[config.mk]
export PLATFORM = sky130hd
export DESIGN_NAME = generic_bus_arbiter
export DESIGN_NICKNAME = d
export VERILOG_FILES = /design/src/rtl/generic_bus_arbiter.sv
export SDC_FILE = /design/constraint.sdc
export NUM_CORES = 1
export LEC_CHECK = 0
export ABC_AREA = 1
export CAP_MARGIN = 25
export CORE_AREA = 5 5 109 111
export DETAILED_ROUTE_END_ITERATION = 16
export DIE_AREA = 0 0 114 116
export PLACE_DENSITY = 0.72
export SLEW_MARGIN = 15
export SYNTH_ARGS = -nofsm -noshare
export SYNTH_HDL_FRONTEND = slang
export SYNTH_SLANG_ARGS = --single-unit
[constraint.sdc]
create_clock -name CLK -period 1.55 [get_ports CLK]
set_clock_uncertainty 0.1 [all_clocks]
set_input_delay 0.465 -clock CLK [delete_from_list [all_inputs] [get_ports CLK]]
set_output_delay 0.465 -clock CLK [all_outputs]
set_load 0.05 [all_outputs]
[src/rtl/generic_bus_arbiter.sv]
// Round-robin, non-preemptive N-master to 1-slave arbiter for the generic bus.
// Define GENERIC_BUS_ARB_TIMEOUT_EN to add a watchdog that aborts hung slave transactions.
module generic_bus_arbiter #(
  parameter int NUM_MASTERS    = 2,
  parameter int ADDR_W         = 32,
  parameter int DATA_W         = 32,
  parameter int TIMEOUT_CYCLES = 1024,
  localparam int GRANT_W       = (NUM_MASTERS > 1) ? $clog2(NUM_MASTERS) : 1,
  localparam int BE_W          = DATA_W / 8
) (
  input  logic                          CLK,
  input  logic                          nRST,
  input  logic [NUM_MASTERS-1:0]        m_ren,
  input  logic [NUM_MASTERS-1:0]        m_wen,
  input  logic [NUM_MASTERS*ADDR_W-1:0] m_addr,
  input  logic [NUM_MASTERS*DATA_W-1:0] m_wdata,
  input  logic [NUM_MASTERS*BE_W-1:0]   m_byte_en,
  output logic [NUM_MASTERS-1:0]        m_busy,
  output logic [NUM_MASTERS-1:0]        m_error,
  output logic [DATA_W-1:0]             m_rdata,
  output logic                          s_ren,
  output logic                          s_wen,
  output logic [ADDR_W-1:0]             s_addr,
  output logic [DATA_W-1:0]             s_wdata,
  output logic [BE_W-1:0]               s_byte_en,
  input  logic                          s_busy,
  input  logic                          s_error,
  input  logic [DATA_W-1:0]             s_rdata,
  output logic                          grant_valid,
  output logic [GRANT_W-1:0]            grant_id,
  output logic                          timeout
);

  localparam logic [0:0] IDLE = 1'b0;
  localparam logic [0:0] BUSY = 1'b1;

  if (NUM_MASTERS < 1 || TIMEOUT_CYCLES < 1) begin : g_param_check
    $error("generic_bus_arbiter: NUM_MASTERS and TIMEOUT_CYCLES must be >= 1");
  end

  logic [0:0]             state_q, state_d;
  logic [GRANT_W-1:0]     grant_q, grant_d;
  logic [GRANT_W-1:0]     last_q, last_d;
  logic [NUM_MASTERS-1:0] req;
  logic [GRANT_W-1:0]     winner;
  logic                   tmo;

  assign req = m_ren | m_wen;

  // Rotating priority: scan upward from the master after the last one served.
  always_comb begin
    logic found;
    int   idx;
    found  = 1'b0;
    winner = last_q;
    for (int k = 1; k <= NUM_MASTERS; k++) begin
      idx = int'(last_q) + k;
      if (idx >= NUM_MASTERS) idx = idx - NUM_MASTERS;
      if (!found && req[idx]) begin
        found  = 1'b1;
        winner = GRANT_W'(idx);
      end
    end
  end

`ifdef GENERIC_BUS_ARB_TIMEOUT_EN
  localparam int CNT_W = $clog2(TIMEOUT_CYCLES) + 1;
  logic [CNT_W-1:0] cnt_q, cnt_d;

  assign tmo = (state_q == BUSY) && s_busy && (cnt_q == CNT_W'(TIMEOUT_CYCLES - 1));

  always_comb begin
    cnt_d = cnt_q;
    if (state_q == IDLE)  cnt_d = '0;
    else if (s_busy)      cnt_d = cnt_q + 1'b1;
  end

  always_ff @(posedge CLK or negedge nRST) begin
    if (!nRST) cnt_q <= '0;
    else       cnt_q <= cnt_d;
  end
`else
  assign tmo = 1'b0;
`endif

  always_comb begin
    s_ren       = 1'b0;
    s_wen       = 1'b0;
    s_addr      = '0;
    s_wdata     = '0;
    s_byte_en   = '0;
    m_busy      = '1;
    m_error     = '0;
    m_rdata     = '0;
    grant_valid = (state_q == BUSY);
    grant_id    = grant_q;
    timeout     = tmo;
    if (state_q == BUSY) begin
      // A watchdog abort withdraws the request and completes the master with an error.
      s_ren            = m_ren[grant_q] & ~tmo;
      s_wen            = m_wen[grant_q] & ~tmo;
      s_addr           = m_addr[int'(grant_q)*ADDR_W +: ADDR_W];
      s_wdata          = m_wdata[int'(grant_q)*DATA_W +: DATA_W];
      s_byte_en        = m_byte_en[int'(grant_q)*BE_W +: BE_W];
      m_busy[grant_q]  = s_busy & ~tmo;
      m_error[grant_q] = s_error | tmo;
      m_rdata          = tmo ? '0 : s_rdata;
    end
  end

  always_comb begin
    state_d = state_q;
    grant_d = grant_q;
    last_d  = last_q;
    case (state_q)
      IDLE: begin
        if (|req) begin
          grant_d = winner;
          state_d = BUSY;
        end
      end
      default: begin
        // Completion, request withdrawal and watchdog abort all release the bus.
        if (!s_busy || !req[grant_q] || tmo) begin
          last_d  = grant_q;
          state_d = IDLE;
        end
      end
    endcase
  end

  always_ff @(posedge CLK or negedge nRST) begin
    if (!nRST) begin
      state_q <= IDLE;
      grant_q <= '0;
      last_q  <= GRANT_W'(NUM_MASTERS - 1);
    end else begin
      state_q <= state_d;
      grant_q <= grant_d;
      last_q  <= last_d;
    end
  end

endmodule

==> impl_results.md, run 1 <==
* Crit-path max cell delay at 0.43 ns
* Top cells by area, synth: a22o_2 40%, a22o_1 12%, nand2_1 11%
* Gr ovfl total at 0
* CP Data Required Time at 0.98 ns
* Die height at 116 µm
* Avg Synthesized Cell Area at 7.20 µm²
* VDD IR max at 1.61 mV
* Ordered list of cells on the worst path: inv_2, nor2_4, buf_12, clkbuf_16, a22o_4, buf_12
* Register bit total from synthesis at 3
* Worst Setup Slack, final at -0.518 ns
* Number of fill cells at 762
* Leakage at 2.90 nW
* CP Buf/Inv Count at 4
* DR pass1 iterations at 4
* Worst-skew pair later-pin latency at 0.23 ns
* Root cell of the clock tree: clkbuf_8
* Setup CP Type: reg2out
* CP Data Arrival Time at 1.50 ns
* WHS at 0.346 ns
* Post-DP HPWL at 9710 µm
* Routed WL at 12600 µm
* I/O pin cnt at 285
* Die width at 114 µm
* Seq/Total Area, Yosys at 5.79%
* Via-per-instance ratio at 4.33
* Layout Cells excl Fill at 625
* TritonCTS Sinks at 3
* CP max-delay cell: dfrtp_2
* Yosys warning count at 0
* Gr usage total at 16.0%
* Most common cell after layout, fill and taps aside: clkdlybuf4s50_1
* Row cnt at 38
* MaxCap Viol Count at 0
* Commonest non-fill, non-tap cells in the layout: 172 x clkdlybuf4s50_1, 115 x buf_12, 70 x a22o_4
* Failing checks: setup timing
* TritonCTS Buffers at 3
* GPL Wtd Cong at 0.866
* Final Cycle Share at 133%
* DRT antenna net count at 0
* F_max at 0.484 GHz
* Drt wl/cell at 20.2 µm
* Setup violators final at 108
* Final min period at 2.07 ns
* Via count at 2709
* Iteration-0 DRC count of the detailed router at 56
* Initial antenna violation count at 0
* Area leader, netlist: a22o_2
* Final Max Tran Viols at 0
* CTS H-tree lvls at 1
* Net count after synthesis at 359
* Most common cell on crit path: buf_12
* Die ar. at 0.0132 mm²
* Hold Violations, Final at 0
* Post-synth top area share at 39.5%
* First-pass GRT wire length at 16500 µm
* Vias in the first global route at 3092
* Fin nets at 662
* CP max FO at 10
* # placed instances at 601
* Post-synth cell types at 20
* Core area at 0.0107 mm²
* Class of the worst hold path: in2async
* Clk slew on worst S/H paths at 0.03 ns
* Cell area after synthesis at 0.00132 mm²
* Reg2Reg Launch Point: grant_valid
* Layout cell share with drive strength beyond 1 at 61.0%
* Drt drc at 0
* CTS tree: done
* Clk buf depth at 2
* Largest net degree at the start of global routing at 41
* Setup crit start kind: flip-flop
* Power per cell area at 2440 mW/mm²
* Mapped Cells at 183
* Area Overhead vs Synth at 420%
* Starting Density at 12.3%
* Diode count at 0
* CP top delay family: buffers and inverters
* Outcome: finished with violations
* CP Launch Point: grant_valid
* Post-Place Setup Slack at -0.427 ns
* IO Port Bufs at 283
* Worst Setup End Kind: output pin
* RSZ-0062 raised after global routing: true
==> per-stage QoR <==
stage                     cell area, µm²  TNS (ns)  util, %  power [W]
after global placement              6100    -32.54     57.1     0.0145
after detailed placement            6100    -33.61     57.1     0.0147
after floorplan                     2070    -29.82        -    0.00835
after CTS                           6400    -46.58     59.8     0.0157
final                               6860    -49.82     64.1     0.0167
after global routing                6860    -54.46     64.1     0.0172
==> cell usage after synthesis <==
cell and count:
a22o_1 18, o21ai_0 2, dfstp_2 1, nand2_2 1
inv_1 36, inv_6 1, nor3_1 1, a21oi_1 1
nor2_1 4, buf_6 11, dfrtp_1 2, o21bai_1 1
nor2_4 1, buf_2 3, buf_4 2, nand3_1 2
clkbuf_8 3, conb_1 1, a22o_2 52, nand2_1 40
==> per-layer routing <==
layer	up-vias	wire [µm]	track usage [%]
met4	0	286	3.88
met2	162	7250	32.9
met3	21	1140	5.07
li1	1261	-	-
met5	-	0	0
met1	1265	3940	15.0
==> registers in the layout, indices dropped and copies added (netlist names) <==
register	cells
grant_id	1
grant_valid	1
last_q	1
==> report_power, final <==
group | switching (W) | internal [W] | leakage [nW]
logic | 0.00810 | 0.00821 | 2.84
clock network | 0.0000647 | 0.000176 | 0.0228
registers | 0.0000624 | 0.000133 | 0.0318
total | 0.00823 | 0.00852 | 2.90
==> final timing paths <==
path                         endpoint  slack [ns]  cells after the start
setup / recovery           s_addr[26]       -0.52                      6
hold / removal               grant_id        0.35                      1
setup reg to reg             grant_id        0.04                      6
hold reg to reg                last_q        0.37                      2
max in group asynchronous      last_q        0.76                      1
min in group CLK               last_q        0.37                      2
==> cell type report <==
type	instances	area [µm²]	share of cell area [%]
sequential	3	78.8	1.15
tap	140	175	2.56
multi-input combinational	124	1770	25.8
inverter	37	272	3.96
timing repair buffer	317	4520	65.9
clock buffer	4	45.0	0.657
==> what timing repair did <==
| item | CTS | global route |
|---|---|---|
| setup endpoints to repair | 108 | 110 |
| hold buffers | 0 | 0 |
| cloned | 4 | 8 |
| buffers inserted | 4 | 5 |
| pin swaps | 2 | 14 |
| resized for setup | 41 | 48 |
==> cell families (layout without fill, tap and decap cells) <==
family,Yosys count,count (layout),share of synthesized area (%)
other,1,1,0.285
and+or+nand+nor,49,49,15.0
DFF,3,3,5.79
buffers and inverters,56,358,25.7
AOI/OAI and AO/OA,74,74,53.2
(Power assumes the default switching activity.)
==> run 2, diff against run 1 <==
--- a/config.mk
+++ b/config.mk
@@ -10,8 +10,9 @@
 export CORE_AREA = 5 5 109 111
 export DETAILED_ROUTE_END_ITERATION = 16
 export DIE_AREA = 0 0 114 116
+export GPL_TIMING_DRIVEN = 0
 export PLACE_DENSITY = 0.72
-export SLEW_MARGIN = 15
+export SLEW_MARGIN = 20
 export SYNTH_ARGS = -nofsm -noshare
 export SYNTH_HDL_FRONTEND = slang
 export SYNTH_SLANG_ARGS = --single-unit
==> run 2 against run 1 <==
The flow still finishes with violations (setup timing). Register-to-register slack gained 0.20 ns. Largest power group unchanged. Sequential cell count unchanged. Largest cell class unchanged. Critical path depth stayed put. Count of clock-buffer cells in the layout stayed put. Global-route usage fell by 1.9 points. Critical endpoint is now s_wen. Power decreased by 24%. Die area did not move.
==> impl_results.md, run 2 (synthesis gave the netlist of run 1 again) <==
* CTS tree: done
* Setup TNS at -50.02 ns (-0.198 ns)
* Clk slew on worst S/H paths at 0.03 ns (about the same)
* Vias in the first global route at 2790 (-9.8%)
* CP Launch Point: grant_valid
* Worst Reg-to-Reg Cells at 8 (+2)
* Post-DP HPWL at 9030 µm (-7.1%)
* DRT antenna net count at 0 (unchanged)
* Failing checks: setup timing
* Class of the worst hold path: in2async
* Die width at 114 µm (unchanged)
* Setup violators final at 108 (unchanged)
* Fin nets at 659 (-0.45%)
* WL met2 at 5860 µm (-19%)
* Reg2Reg Launch Point: grant_id
* Row cnt at 38 (unchanged)
* Final min period at 2.08 ns (+0.00734 ns)
* Highest metal used: met4
* Placed inst area at 0.00508 mm² (-17%)
* TritonCTS Sinks at 3 (unchanged)
* CP Data Arrival Time at 1.51 ns (about the same)
* Metal3 WL at 1030 µm (-9.8%)
* Most common cell on crit path: buf_6
* I/O pin cnt at 285 (unchanged)
* Root cell of the clock tree: clkbuf_8
* DR pass1 iterations at 3 (-1)
* Design area at 0.00540 mm² (-21%)
* Ordered list of cells on the worst path: clkbuf_16, nand2_8, inv_12, buf_6, a22o_4, buf_6
* VDD IR max at 1.37 mV (-15%)
* Final Cycle Share at 134% (+0.47 points)
* Leakage at 2.37 nW (-18%)
* Met1 Wirelength at 3410 µm (-13%)
* Routed WL at 10400 µm (-18%)
* Die height at 116 µm (unchanged)
* CTS H-tree lvls at 1 (unchanged)
* Crit-path max cell delay at 0.43 ns (about the same)
* First-pass GRT wire length at 14700 µm (-11%)
* Most common cell after layout, fill and taps aside: clkdlybuf4s50_1
* Core area at 0.0107 mm² (unchanged)
* Flop-to-flop setup slack at 0.24 ns (+0.20 ns)
* Gr usage total at 14.1% (-1.9 points)
* Via count at 2541 (-6.2%)
* Gr ovfl total at 0 (unchanged)
* Power per cell area at 2360 mW/mm² (-3.5%)
* CP max-delay cell: dfrtp_2
* RSZ-0062 raised after global routing: true
* Clk buf depth at 2 (unchanged)
* Starting Density at 12.3% (unchanged)
* Iteration-0 DRC count of the detailed router at 71 (+27%)
* Worst Setup End Kind: output pin
* Worst slew pin tran at 0.510 ns
* Commonest non-fill, non-tap cells in the layout: 174 x clkdlybuf4s50_1, 74 x buf_6, 70 x a22o_4
* Post-Place Setup Slack at -1.09 ns (-0.658 ns)
* Worst Setup Slack, final at -0.525 ns (-0.00734 ns)
* CP Capture Point: s_wen
* Util after Layout at 50.4% (-14 points)
* GPL Wtd Cong at 0.918 (+6.1%)
* Reg-to-Reg End: last_q
* Die ar. at 0.0132 mm² (unchanged)
* Largest net degree at the start of global routing at 11 (-73%)
* Worst slew margin at 66.2%
* Diode count at 0 (unchanged)
* MaxCap Viol Count at 0 (unchanged)
* Outcome: finished with violations
* CP max FO at 10 (unchanged)
* Area Overhead vs Synth at 310%
* TritonCTS Buffers at 3 (unchanged)
* Setup crit start kind: flip-flop
* F_max at 0.482 GHz (-0.35%)
* Hold Violations, Final at 0 (unchanged)
* Setup CP Type: reg2out
* IO Port Bufs at 283 (unchanged)
* CP Data Required Time at 0.98 ns (about the same)
* Worst-skew pair later-pin latency at 0.22 ns (about the same)
* Drt drc at 0 (unchanged)
* WHS at 0.345 ns (-0.00116 ns)
* Initial antenna violation count at 0 (unchanged)
* Via-per-instance ratio at 4.09 (-5.7%)
* Layout cell share with drive strength beyond 1 at 56.6% (-4.4 points)
* Drt wl/cell at 16.7 µm (-17%)
* Final Max Tran Viols at 0 (unchanged)
## run 2: report_power, final
group	switching, W	total [W]	internal, W	leakage (nW)
Clock	0.0000540	0.000230	0.000176	0.0228
Combinational	0.00712	0.0123	0.00517	2.31
Sequential	0.0000683	0.000201	0.000133	0.0318
Total	0.00724	0.0127	0.00548	2.37
## run 2: final cells by class
type / instances / area (µm²)
fillers: 977 / 5300
repair buffers: 295 / 3010
multi-input cells: 124 / 1560
inverters: 37 / 274
plain buffers: 19 / 250
well taps: 140 / 175
flip-flops and latches: 3 / 78.8
clock buffers: 4 / 45.0
## run 2: through the flow
step	cells	total power (W)
2_1_floorplan	183	0.00835
3_3_place_gp	606	0.0114
3_5_place_dp	606	0.0115
4_1_cts	617	0.0126
5_1_grt	622	0.0132
6_report	622	0.0127
## run 2: what timing repair did
action,in CTS,in global routing
hold buffers,0,0
endpoints found under the hold margin,0,0
setup buffers,7,5
gates resized for setup,698,72
endpoints found under the setup margin,108,108
pin swaps,2,3
## run 2: worst min path at each step
stage	to	cells past startpoint	startpoint	slack (ns)
detailed placement	last_q	2	last_q	0.38
CTS	grant_id	1	nRST	0.34
global placement	last_q	2	last_q	0.36
global route	grant_valid	1	nRST	0.36
finish	grant_id	1	nRST	0.35
floorplan	grant_id	0	nRST	0.07
## run 2: worst max-delay path: cells and delay by family (launching register included)
kind / cells / cell delay [ns]
DFF: 1 / 0.43
buffers and inverters: 4 / 0.53
and+or+nand+nor: 1 / 0.08
AOI/OAI and AO/OA: 1 / 0.25
## run 2: per-layer routing
metal	vias to the layer above	GRT usage [%]
li1	1241	-
met1	1151	13.7
met2	145	28.8
met3	4	4.44
met4	0	2.69
met5	-	0
==> run 3, diff against run 2 <==
--- a/config.mk
+++ b/config.mk
@@ -12,6 +12,7 @@
 export DIE_AREA = 0 0 114 116
 export GPL_TIMING_DRIVEN = 0
 export PLACE_DENSITY = 0.72
+export SKIP_LAST_GASP = 1
 export SLEW_MARGIN = 20
 export SYNTH_ARGS = -nofsm -noshare
 export SYNTH_HDL_FRONTEND = slang
==> run 3 against run 2 <==
The run still ends with setup timing left. Sequential power barely moved. Via count grew 0.24%. Cell area grew 0.19%. Die area unchanged. Highest routed layer unchanged.
==> impl_results.md, run 3 (synthesis gave the netlist of run 1 again) <==
* Worst slew margin at 64.7% (-1.4 points)
* Reg-to-Reg End: last_q
* Gr ovfl total at 0 (unchanged)
* Routed WL at 10300 µm (-0.44%)
* Vias in the first global route at 2789 (-0.036%)
* WL met2 at 5820 µm (-0.68%)
* Diode count at 0 (unchanged)
* CTS H-tree lvls at 1 (unchanged)
* Setup CP Type: reg2out
* Metal3 WL at 1000 µm (-2.2%)
* DRT antenna net count at 0 (unchanged)
* I/O pin cnt at 285 (unchanged)
* # placed instances at 606 (unchanged)
* CTS tree: done
* Initial antenna violation count at 0 (unchanged)
* CP Buf/Inv Count at 4 (unchanged)
* IO Port Bufs at 283 (unchanged)
* Fin nets at 660 (+0.15%)
* Setup crit start kind: flip-flop
* CP Data Arrival Time at 1.51 ns (about the same)
* Highest metal used: met4
* Leakage at 2.38 nW (+0.67%)
* Most common cell after layout, fill and taps aside: clkdlybuf4s50_1
* VDD IR max at 1.37 mV (about the same)
* Number of fill cells at 973 (-0.41%)
* Worst slew pin tran at 0.528 ns (+0.0184 ns)
* Via-per-instance ratio at 4.09 (about the same)
* Gr usage total at 14.1% (+0.022 points)
* Layout Cells excl Fill at 623 (+0.16%)
* Most common cell on crit path: buf_6
* Met1 Wirelength at 3430 µm (+0.50%)
* DR pass1 iterations at 3 (unchanged)
* Class of the worst hold path: in2async
* MaxCap Viol Count at 0 (unchanged)
* Outcome: finished with violations
* Clk buf depth at 2 (unchanged)
* GPL Wtd Cong at 0.918 (unchanged)
* Clk slew on worst S/H paths at 0.03 ns (about the same)
* RSZ-0062 raised after global routing: true
* Stages on the worst setup path at 6 (unchanged)
* Ordered list of cells on the worst path: clkbuf_16, nand2_8, inv_12, buf_6, a22o_4, buf_6
* Setup violators final at 108 (unchanged)
* TritonCTS Buffers at 3 (unchanged)
* TritonCTS Sinks at 3 (unchanged)
* CP max-delay cell: dfrtp_2
* Core area at 0.0107 mm² (unchanged)
* Largest net degree at the start of global routing at 11 (unchanged)
* Area Overhead vs Synth at 310%
* F_max at 0.482 GHz (about the same)
* Die height at 116 µm (unchanged)
* CP top delay family: buffers and inverters
* First-pass GRT wire length at 14700 µm (+0.19%)
* Crit-path max cell delay at 0.43 ns (about the same)
* Root cell of the clock tree: clkbuf_8
* Reg2Reg Launch Point: grant_id
* Die width at 114 µm (unchanged)
* Layout cell share with drive strength beyond 1 at 56.1% (-0.53 points)
* CP Data Required Time at 0.98 ns (about the same)
* Post-DP HPWL at 9030 µm (unchanged)
* Iteration-0 DRC count of the detailed router at 80 (+13%)
* Worst Setup Slack, final at -0.523 ns (+0.00192 ns)
* Worst Setup End Kind: output pin
* Worst-skew pair later-pin latency at 0.22 ns (about the same)
* Commonest non-fill, non-tap cells in the layout: 173 x clkdlybuf4s50_1, 79 x buf_6, 70 x a22o_4
* Row cnt at 38 (unchanged)
* Final Cycle Share at 134% (about the same)
* Worst Reg-to-Reg Cells at 8 (unchanged)
* WHS at 0.344 ns (-0.000647 ns)
* CP max FO at 10 (unchanged)
* Drt drc at 0 (unchanged)
* Flop-to-flop setup slack at 0.24 ns (about the same)
* Final min period at 2.07 ns (-0.00192 ns)
* Die ar. at 0.0132 mm² (unchanged)
* Drt wl/cell at 16.6 µm (-0.60%)
* Hold Violations, Final at 0 (unchanged)
* Final Max Tran Viols at 0 (unchanged)
* Starting Density at 12.3% (unchanged)
* Failing checks: setup timing
* Power per cell area at 2350 mW/mm² (-0.23%)
* Via count at 2547 (+0.24%)
run 3: worst max path at each step:
stage                     slack [ns]            to   startpoint
after floorplan                -0.33    s_addr[10]  grant_valid
after global placement         -1.10     s_addr[9]     grant_id
after detailed placement       -1.09     s_addr[9]     grant_id
after CTS                      -0.54    s_addr[22]  grant_valid
after global routing           -0.58  s_byte_en[1]  grant_valid
final                          -0.52         s_wen  grant_valid
run 3: area by class of cell:
type	instances	area (µm²)	share of cell area (%)
Clock buffer	4	45.0	0.833
Sequential cell	3	78.8	1.46
Buffer	19	243	4.49
Inverter	37	274	5.07
Timing Repair Buffer	296	3040	56.2
Tap cell	140	175	3.24
Multi-Input combinational cell	124	1550	28.7
run 3: metrics by stage:
step | setup slack [ns] | cell area, µm² | TNS [ns] | total power, W | util [%]
after CTS | -0.540 | 5230 | -55.16 | 0.0123 | 48.9
after floorplan | -0.325 | 2070 | -29.82 | 0.00835 | -
after detailed placement | -1.09 | 5080 | -106.18 | 0.0115 | 47.5
final | -0.523 | 5410 | -50.28 | 0.0127 | 50.5
after global placement | -1.10 | 5080 | -106.69 | 0.0114 | 47.5
after global routing | -0.576 | 5410 | -56.16 | 0.0132 | 50.5
run 3: repair_timing:
action                     in CTS  in global routing
cloned                          0                  1
pin swaps                       1                  4
resized for setup             649                120
setup buffers                   7                  5
setup endpoints to repair     108                108
hold buffers                    0                  0
run 3: worst reg2reg max path, cell delays in order, from the launching register on:
cell and delay, ns:
dfrtp_2 0.46, buf_4 0.16, buf_6 0.11, inv_1 0.06
nand2_1 0.05, nand3_1 0.11, nand2_1 0.07, nand2_1 0.06
nand2_1 0.06
run 3: metal layers:
| layer | GRT usage [%] | vias to the layer above |
|---|---|---|
| met2 | 28.7 | 145 |
| li1 | - | 1242 |
| met1 | 13.7 | 1156 |
| met3 | 4.65 | 4 |
| met5 | 0 | - |
| met4 | 2.69 | 0 |
run 3: where the power goes:
part	internal [W]	switching [W]
clock network	0.000176	0.0000536
logic	0.00518	0.00711
registers	0.000133	0.0000687
total	0.00549	0.00723
